[src/rtl/moore_seq_detector.sv]
// moore_seq_detector
//   Parametrised Moore serial sequence detector. One bit is consumed per
//   cycle when in_valid is high. The FSM state is the length of the pattern
//   prefix matched so far (0..PAT_W); detect is high while state == PAT_W.
//   Matches are counted in a saturating counter with a sticky saturation flag.
//
// Parameters
//   PAT_W    pattern length in bits (2..16)
//   PATTERN  pattern, MSB received first
//   OVERLAP  1: overlapping matches, 0: restart from state 0 after a match
//   CNT_W    match counter width
//
// Ports
//   clk        system clock, rising edge
//   reset      asynchronous active-low reset
//   in         serial data bit
//   in_valid   qualifies in
//   clear      synchronous clear of state, counter and saturation flag
//   state      matched-prefix length
//   detect     high while state == PAT_W (registered)
//   match_cnt  saturating match count
//   cnt_sat    sticky flag, set when a match arrives with match_cnt at all-ones
//
// Optional build macro MOORE_SEQ_PATTERN_LOAD_EN adds:
//   pat_load   capture pat_data as the new pattern, state forced to 0
//   pat_data   new pattern value
module moore_seq_detector #(
  parameter int unsigned      PAT_W   = 4,
  parameter logic [PAT_W-1:0] PATTERN = 4'b1011,
  parameter bit               OVERLAP = 1'b1,
  parameter int unsigned      CNT_W   = 8
) (
  input  logic                         clk,
  input  logic                         reset,
  input  logic                         in,
  input  logic                         in_valid,
  input  logic                         clear,
`ifdef MOORE_SEQ_PATTERN_LOAD_EN
  input  logic                         pat_load,
  input  logic [PAT_W-1:0]             pat_data,
`endif
  output logic [$clog2(PAT_W+1)-1:0]   state,
  output logic                         detect,
  output logic [CNT_W-1:0]             match_cnt,
  output logic                         cnt_sat
);

  localparam int unsigned SW   = $clog2(PAT_W + 1);
  localparam logic [SW-1:0] FULL = SW'(PAT_W);

  logic [PAT_W-1:0] pat;
  logic             load;
  logic [SW-1:0]    nxt_state;

`ifdef MOORE_SEQ_PATTERN_LOAD_EN
  assign load = pat_load;

  always_ff @(posedge clk or negedge reset) begin
    if (!reset) begin
      pat <= PATTERN;
    end else if (!clear && pat_load) begin
      pat <= pat_data;
    end
  end
`else
  assign load = 1'b0;
  assign pat  = PATTERN;
`endif

  // Next state is the longest pattern prefix that is a suffix of
  // (current matched prefix ++ in). The matched prefix is implied by the
  // state, so the candidate suffix is rebuilt from the pattern itself; this
  // keeps the logic valid for a pattern loaded at run time. In non-overlap
  // mode a full match restarts the search from an empty prefix.
  int unsigned      k;
  int unsigned      m;
  logic             ok;
  logic             sbit;
  logic [PAT_W-1:0] shp;
  logic [PAT_W-1:0] shq;

  always_comb begin
    nxt_state = '0;
    m         = 0;
    ok        = 1'b0;
    sbit      = 1'b0;
    shp       = '0;
    shq       = '0;
    if (!OVERLAP && state == FULL) begin
      k = 0;
    end else begin
      k = 32'(state);
    end
    for (int unsigned j = 1; j <= PAT_W; j++) begin
      if (j <= k + 1) begin
        ok = 1'b1;
        for (int unsigned i = 0; i < PAT_W; i++) begin
          if (i < j) begin
            m    = k + 1 - j + i;
            shp  = pat >> (PAT_W - 1 - m);
            sbit = (m < k) ? shp[0] : in;
            shq  = pat >> (PAT_W - 1 - i);
            if (sbit != shq[0]) begin
              ok = 1'b0;
            end
          end
        end
        if (ok) begin
          nxt_state = SW'(j);
        end
      end
    end
  end

  always_ff @(posedge clk or negedge reset) begin
    if (!reset) begin
      state     <= '0;
      detect    <= 1'b0;
      match_cnt <= '0;
      cnt_sat   <= 1'b0;
    end else if (clear) begin
      state     <= '0;
      detect    <= 1'b0;
      match_cnt <= '0;
      cnt_sat   <= 1'b0;
    end else if (load) begin
      state  <= '0;
      detect <= 1'b0;
    end else if (in_valid) begin
      state  <= nxt_state;
      detect <= (nxt_state == FULL);
      if (nxt_state == FULL) begin
        if (&match_cnt) begin
          cnt_sat <= 1'b1;
        end else begin
          match_cnt <= match_cnt + CNT_W'(1);
        end
      end
    end
  end

endmodule

[config.mk]
export PLATFORM = sky130hd
export DESIGN_NAME = moore_seq_detector
export DESIGN_NICKNAME = d
export VERILOG_FILES = /design/src/rtl/moore_seq_detector.sv
export SDC_FILE = /design/constraint.sdc
export NUM_CORES = 1
export LEC_CHECK = 0
export BUFFER_PORTS_ARGS = -buffer_cell sky130_fd_sc_hd__buf_2
export CAP_MARGIN = 20
export CELL_PAD_IN_SITES_DETAIL_PLACEMENT = 1
export CELL_PAD_IN_SITES_GLOBAL_PLACEMENT = 1
export CORE_ASPECT_RATIO = 0.8
export CORE_UTILIZATION = 45
export DETAILED_ROUTE_END_ITERATION = 12
export PLACE_DENSITY = 0.85
export SETUP_SLACK_MARGIN = 0.15
export SLEW_MARGIN = 25
export SYNTH_ARGS = -nofsm -noshare
export SYNTH_HDL_FRONTEND = slang
export SYNTH_SLANG_ARGS = --single-unit
[constraint.sdc]
create_clock -name clk -period 13.1 [get_ports clk]
set_input_delay 1.965 -clock clk [delete_from_list [all_inputs] [get_ports clk]]
set_output_delay 1.965 -clock clk [all_outputs]
set_load 0.005 [all_outputs]
## Word-level counts from Yosys, hierarchy flattened

Cells that the tools add are included.
W data, S select, Z words.

- Add/sub/neg operators: 22
- Magnitude comparators: 14
- Equality and inequality tests: 2
- Shifts and indexed selects: 10
- Muxes and demuxes: 44
- Reduce and logical (&&, ||, !) cells: 6

Operator list:

| operator | count |
|---|---|
| $lt A32 B3 Y1 | 10 |
| $shr A4 B32 Y1 const A | 10 |
| $sub A2 B32 Y32 const A | 9 |
| $add A32 B1 Y32 const B | 3 |
| $add A32 B2 Y32 const B | 2 |
| $le A2 B32 Y1 const A | 2 |
| $sub A32 B2 Y32 const B | 2 |
| $le A1 B32 Y1 const A | 1 |
| $le A3 B32 Y1 const A | 1 |
| $mux W8 | 4 |
| $sub A32 B1 Y32 const B | 1 |
| $mux W1 | 31 |
| $mux W3 | 9 |
| $add A8 B1 Y8 const B | 1 |
| $reduce_and A8 Y1 | 1 |
| $sub A3 B6 Y7 const A | 1 |
| $add A5 B3 Y6 const B | 1 |
| $reduce_and A3 Y1 | 2 |
| $reduce_bool A2 Y1 | 3 |
| $sub A4 B3 Y5 const B | 1 |
| $add A3 B1 Y4 const B | 1 |
| $eq A3 B3 Y1 const B | 1 |
| $ne A2 B2 Y1 const B | 1 |

- Flip-flop bits (word level): 13
- Input port bits: 5
- Output and inout port bits: 13
- Word-level logic and storage cells: 102

## Logic depth before layout (Yosys ltp)

- Depth in word-level cells: 19
- Mapped depth: 22
- Mapped depth without buffers: 18

## Worst setup path before layout

Ideal clock, no wire load.

- Kind: register to register
- Start: register state[0]
- End: register match_cnt[5]
- Setup time: 0.078 ns
- Arrival time: 4.362 ns
- Required time: 13.022 ns
- Path slack: 8.659 ns
- Cell stages (with the launch flop): 22
- Buffers on the path: 4
- Period minus slack after synthesis: 4.441 ns
- Cells stage by stage: dfrtp_1 -> ha_1 -> clkbuf_1 -> inv_1 -> ha_1 -> buf_4 -> inv_1 -> ha_1 -> clkbuf_1 -> nand2_1 -> inv_1 -> ha_1 -> nand2_1 -> ha_1 -> nand4_1 -> nor4_2 -> a21o_1 -> nor3b_2 -> nand4_1 -> buf_2 -> or3_1 -> a21oi_1

- Longest elaborated chain between the ends: 18
- Elaborated cells on any way between the ends: 80
- Those cells by class: add/sub: 21; order compare: 14; eq/ne: 1; shift: 10; mux: 32; reduce/logical: 2

RTL lines:

| element | line | text |
|---|---|---|
| from (decl) | 42 | `output logic [$clog2(PAT_W+1)-1:0] state,` |
| from (signal assigned) | 130 | `state <= nxt_state;` |
| branches (longest 14 deep; another with $sub A32 B2 Y32) | n/a |  |
| $mux W3 * | 95 | `if (j <= k + 1) begin` |
| $eq A3 B3 Y1 * | 132 | `if (nxt_state == FULL) begin` |
| $reduce_bool A2 Y1 (no source line) * | n/a |  |
| $reduce_and A3 Y1 (no source line) * | n/a |  |
| to (signal assigned) | 136 | `match_cnt <= match_cnt + CNT_W'(1);` |
| to (decl) | 44 | `output logic [CNT_W-1:0] match_cnt,` |

Every way passes the cells marked *. The select of a mux whose other input is x is not followed.
A chain may end at the register's enable or synchronous reset.

## Worst setup path after layout

- Start: register state[0]
- End: register match_cnt[7]

Same word-level chain as after synthesis.

==> impl_metrics.xml <==
<?xml version="1.0" encoding="UTF-8"?>
<metrics>
  <group name="power_and_ir_drop">
    <metric name="cellLeakagePower" unit="nW">0.916</metric>
    <metric name="vdd.ir_drop.worst" unit="uV">53.2</metric>
    <metric name="cellPowerDensity" unit="mW/mm2">51.5</metric>
  </group>
  <group name="drt">
    <metric name="finalWirelength" unit="mm">5.51</metric>
    <metric name="drtIter0Drc" unit="">100</metric>
    <metric name="detail_route.vias_per_cell" unit="">6.12</metric>
    <metric name="detail-route-antenna-nets" unit="">0</metric>
    <metric name="wl_per_cell" unit="um">18.1</metric>
    <metric name="route.vias.total" unit="">1867</metric>
    <metric name="drcViolationCount" unit="">0</metric>
    <metric name="dr.pass1.iters" unit="">4</metric>
  </group>
  <group name="timing">
    <metric name="maxSlewHeadroom" unit="%">44.7</metric>
    <metric name="worst-slew-pin-transition" unit="ns">0.829</metric>
    <metric name="setup-violations-final" unit="">0</metric>
    <metric name="finalCritPeriodShare" unit="%">40.8</metric>
    <metric name="final_critical_path_setup_slack" unit="ns">7.76</metric>
    <metric name="setup_total_negative_slack" unit="ns">0</metric>
    <metric name="rsz0062_at_grt" unit="">false</metric>
    <metric name="skew" unit="ns">0.00380</metric>
    <metric name="max_freq" unit="MHz">187</metric>
    <metric name="finalCriticalPeriod" unit="ns">5.34</metric>
    <metric name="hold_violations" unit="">0</metric>
    <metric name="final_max_slew_viol_count" unit="">0</metric>
  </group>
  <group name="setup_path">
    <metric name="startpoint_type" unit="">flop</metric>
    <metric name="timing.setup.critical_path_class" unit="">reg -&gt; reg</metric>
    <metric name="crit_required" unit="ns">13.27</metric>
    <metric name="worstPathCellList" unit="">ha_1 -&gt; inv_1 -&gt; ha_1 -&gt; inv_1 -&gt; ha_1 -&gt; nand2_1 -&gt; inv_1 -&gt; ha_1 -&gt; nand2_1 -&gt; ha_1 -&gt; nand4_1 -&gt; nor4_2 -&gt; a21o_1 -&gt; nor3b_2 -&gt; nand4_1 -&gt; or3_1 -&gt; a21oi_1</metric>
    <metric name="timing.critical_path.arrival" unit="ns">5.52</metric>
    <metric name="crit_path_max_fanout" unit="">25</metric>
    <metric name="path_common_cell" unit="">sky130_fd_sc_hd__ha_1</metric>
    <metric name="timing.critical_path.to_type" unit="">flop</metric>
    <metric name="worst_path_largest_cell_delay" unit="ns">0.74</metric>
    <metric name="worst_path_max_delay_cell" unit="">sky130_fd_sc_hd__ha_1</metric>
  </group>
  <group name="clock_network">
    <metric name="cts_root_buffer" unit="">sky130_fd_sc_hd__clkbuf_8</metric>
    <metric name="number_of_buffers_added_to_fix_hold_violations_after_cts" unit="">0</metric>
    <metric name="clock_insertion_delay_worst_skew" unit="ns">0.25</metric>
    <metric name="ctsHtreeMaxLevel" unit="">1</metric>
    <metric name="clock_sinks" unit="">13</metric>
    <metric name="cts-resized-gates" unit="">0</metric>
    <metric name="tritoncts.num_buffers" unit="">3</metric>
    <metric name="postCtsSetupBuffers" unit="">0</metric>
    <metric name="cts_tree" unit="">yes</metric>
    <metric name="cts.reportedPaths.clkPinSlew" unit="ns">0.06</metric>
    <metric name="cts.path.max_buffers" unit="">2</metric>
  </group>
  <group name="synthesis">
    <metric name="syn-cell-area" unit="mm2">0.00191</metric>
    <metric name="ys_ff_latch" unit="">13</metric>
    <metric name="synthTopCellsByArea" unit="">sky130_fd_sc_hd__ha_1 22%, sky130_fd_sc_hd__dfrtp_1 17%, sky130_fd_sc_hd__nand3_1 4.2%</metric>
    <metric name="synth_enable_flop_cells" unit="">0</metric>
    <metric name="synth_simple_gate_area_share" unit="%">25.3</metric>
    <metric name="post-synth-top-area-cell" unit="">sky130_fd_sc_hd__ha_1</metric>
    <metric name="ys_dominant_reg_cell" unit="">sky130_fd_sc_hd__dfrtp_1</metric>
    <metric name="commonest_cells_in_the_synthesized_netlist" unit="">34 x sky130_fd_sc_hd__ha_1, 19 x sky130_fd_sc_hd__inv_1, 16 x sky130_fd_sc_hd__nand2_1, 16 x sky130_fd_sc_hd__nand3_1</metric>
    <metric name="postSynthAreaPerCell" unit="um2">7.94</metric>
    <metric name="syn_nets" unit="">279</metric>
    <metric name="synthDominantCellAreaShare" unit="%">22.3</metric>
    <metric name="synth_xor_xnor_area_share" unit="%">4.60</metric>
    <metric name="dominant_combinational_cell_family_by_area_after_synthesis" unit="">simple AND/OR/NAND/NOR gates</metric>
    <metric name="yosys_warnings" unit="">0</metric>
    <metric name="synth-compound-area-share" unit="%">20.4</metric>
    <metric name="netlist_instances" unit="">240</metric>
    <metric name="synthDistinctLibCells" unit="">54</metric>
    <metric name="async_reset_ff_share" unit="%">100</metric>
    <metric name="synth_seq_area_share" unit="%">17.1</metric>
    <metric name="synth_most_common_cell" unit="">sky130_fd_sc_hd__ha_1</metric>
    <metric name="yosys.area_share.adder" unit="%">22.3</metric>
    <metric name="yosys-mux-area-fraction" unit="%">3.22</metric>
  </group>
  <group name="grt">
    <metric name="grt_first_pass_wirelength" unit="mm">8.91</metric>
    <metric name="initial_antenna_violation_count" unit="">0</metric>
    <metric name="grtUsageTotal" unit="%">26.8</metric>
    <metric name="first_global_vias" unit="">1781</metric>
    <metric name="grt_overflow" unit="">0</metric>
    <metric name="grt_max_degree" unit="">26</metric>
  </group>
  <group name="layout">
    <metric name="multi_input_area" unit="mm2">0.00144</metric>
    <metric name="finalNetCount" unit="">290</metric>
    <metric name="n_fill_cell" unit="">511</metric>
    <metric name="layout.area.seq" unit="um2">325</metric>
    <metric name="finish.instance_area" unit="mm2">0.00205</metric>
    <metric name="layout-area-overhead-vs-synth" unit="%">7.48</metric>
    <metric name="layout-drive-gt1-share" unit="%">11.6</metric>
    <metric name="insertedDiodeCount" unit="">0</metric>
  </group>
  <group name="floorplan">
    <metric name="die_area" unit="mm2">0.00450</metric>
    <metric name="coreArea" unit="mm2">0.00393</metric>
    <metric name="initial_utilization" unit="%">48.5</metric>
    <metric name="std_cell_rows" unit="">20</metric>
    <metric name="design.portCount" unit="">18</metric>
    <metric name="die_w" unit="um">74.8</metric>
    <metric name="die_y" unit="um">60.2</metric>
  </group>
  <group name="place">
    <metric name="hpwlAfterDp" unit="mm">4.30</metric>
    <metric name="gp_congestion" unit="">0.900</metric>
    <metric name="detailedPlace.worstSlack" unit="ns">7.79</metric>
    <metric name="buffer_ports.inserted" unit="">17</metric>
    <metric name="placed_instance_area" unit="mm2">0.00200</metric>
  </group>
  <group name="job">
    <metric name="number_of_max_capacitance_violations_reported" unit="">0</metric>
  </group>
  <group name="status">
    <metric name="outcome" unit="">finished clean</metric>
  </group>
  <group name="hold_path">
    <metric name="min-delay-path-class" unit="">reg -&gt; reg</metric>
  </group>
</metrics>
-- final cells by class --
class	instances	share of cell area [%]
multi-input combinational	195	70.5
sequential	13	15.9
timing repair buffer	17	4.15
inverter	21	3.85
tap	55	3.36
clock buffer	3	2.02
clock inverter	1	0.244
-- state kept, by name (all words and copies together), names as in the netlist --
| signal | cells |
|---|---|
| state | 3 |
| match_cnt | 8 |
| detect | 1 |
| cnt_sat | 1 |
-- placed cells by master (no fill, tap or decap), types with 3 or more instances in the layout --
cell type	Yosys	final
sky130_fd_sc_hd__ha_1	34	34
sky130_fd_sc_hd__inv_1	19	19
sky130_fd_sc_hd__buf_2	4	17
sky130_fd_sc_hd__nand2_1	16	16
sky130_fd_sc_hd__nand3_1	16	16
sky130_fd_sc_hd__a21oi_1	14	14
sky130_fd_sc_hd__o21ai_0	14	14
sky130_fd_sc_hd__dfrtp_1	13	13
sky130_fd_sc_hd__nor2_1	11	11
sky130_fd_sc_hd__or3_1	6	6
sky130_fd_sc_hd__xnor2_1	5	5
sky130_fd_sc_hd__xor2_1	5	5
sky130_fd_sc_hd__nor2b_1	5	5
sky130_fd_sc_hd__nor3_1	5	5
sky130_fd_sc_hd__mux2i_1	5	5
sky130_fd_sc_hd__nand4_1	5	5
sky130_fd_sc_hd__nand2b_1	3	3
sky130_fd_sc_hd__and2_1	3	3
sky130_fd_sc_hd__a21o_1	3	3
sky130_fd_sc_hd__o21a_1	3	3
sky130_fd_sc_hd__nor4_1	3	3
sky130_fd_sc_hd__and3_1	3	3
sky130_fd_sc_hd__clkbuf_8	0	3
-- path summary, 6_finish.rpt --
kind | from | endpoint | slack [ns] | cells past startpoint
worst max-delay path | state[0]$_DFFE_PN0P_ | match_cnt[7]$_DFFE_PN0P_ | 7.76 | 17
worst min-delay path | cnt_sat$_DFFE_PN0P_ | cnt_sat$_DFFE_PN0P_ | 0.54 | 1
worst max register to register | state[0]$_DFFE_PN0P_ | match_cnt[7]$_DFFE_PN0P_ | 7.76 | 17
worst min register to register | cnt_sat$_DFFE_PN0P_ | cnt_sat$_DFFE_PN0P_ | 0.54 | 1
max in group asynchronous | reset | match_cnt[4]$_DFFE_PN0P_ | 11.26 | 1
min in group asynchronous | reset | match_cnt[6]$_DFFE_PN0P_ | 1.60 | 1
-- through the flow --
step | total power, W | hold WS (ns) | util [%] | cells
after floorplan | 0.0000613 | 0.503 | - | 240
after global placement | 0.0000674 | 0.495 | 51.0 | 301
after detailed placement | 0.0000685 | 0.518 | 51.0 | 301
after CTS | 0.000106 | 0.533 | 52.1 | 305
after global routing | 0.000111 | 0.568 | 52.1 | 305
final | 0.000105 | 0.543 | 52.1 | 305
-- where the power goes --
group / total [W] / internal [W] / switching [W]
Clock: 0.0000371 / 0.0000211 / 0.0000160
Combinational: 0.0000272 / 0.0000104 / 0.0000168
Sequential: 0.0000411 / 0.0000403 / 0.000000778
Total: 0.000105 / 0.0000718 / 0.0000336
-- worst max-delay path: cells and delay by family (launching register included) --
family / cells / cell delay (ns)
buffers and inverters: 3 / 0.51
AO/OA/AOI/OAI: 2 / 0.33
flip-flops: 1 / 0.64
adder cells (fa/ha/maj): 5 / 2.07
AND/OR/NAND/NOR: 7 / 1.70
-- per-layer routing --
metal	share of wire [%]	GRT usage [%]
met5	0	0
met4	0.87	4.85
met3	5.1	4.05
met2	43	40.9
met1	51	39.9
-- logic make-up after synthesis --
| family | Yosys count |
|---|---|
| xor+xnor | 10 |
| buf+inv | 32 |
| simple gates | 87 |
| mux | 6 |
| flops | 13 |
| compound gates | 58 |
| fa+ha+maj | 34 |
(Power assumes the default switching activity.)
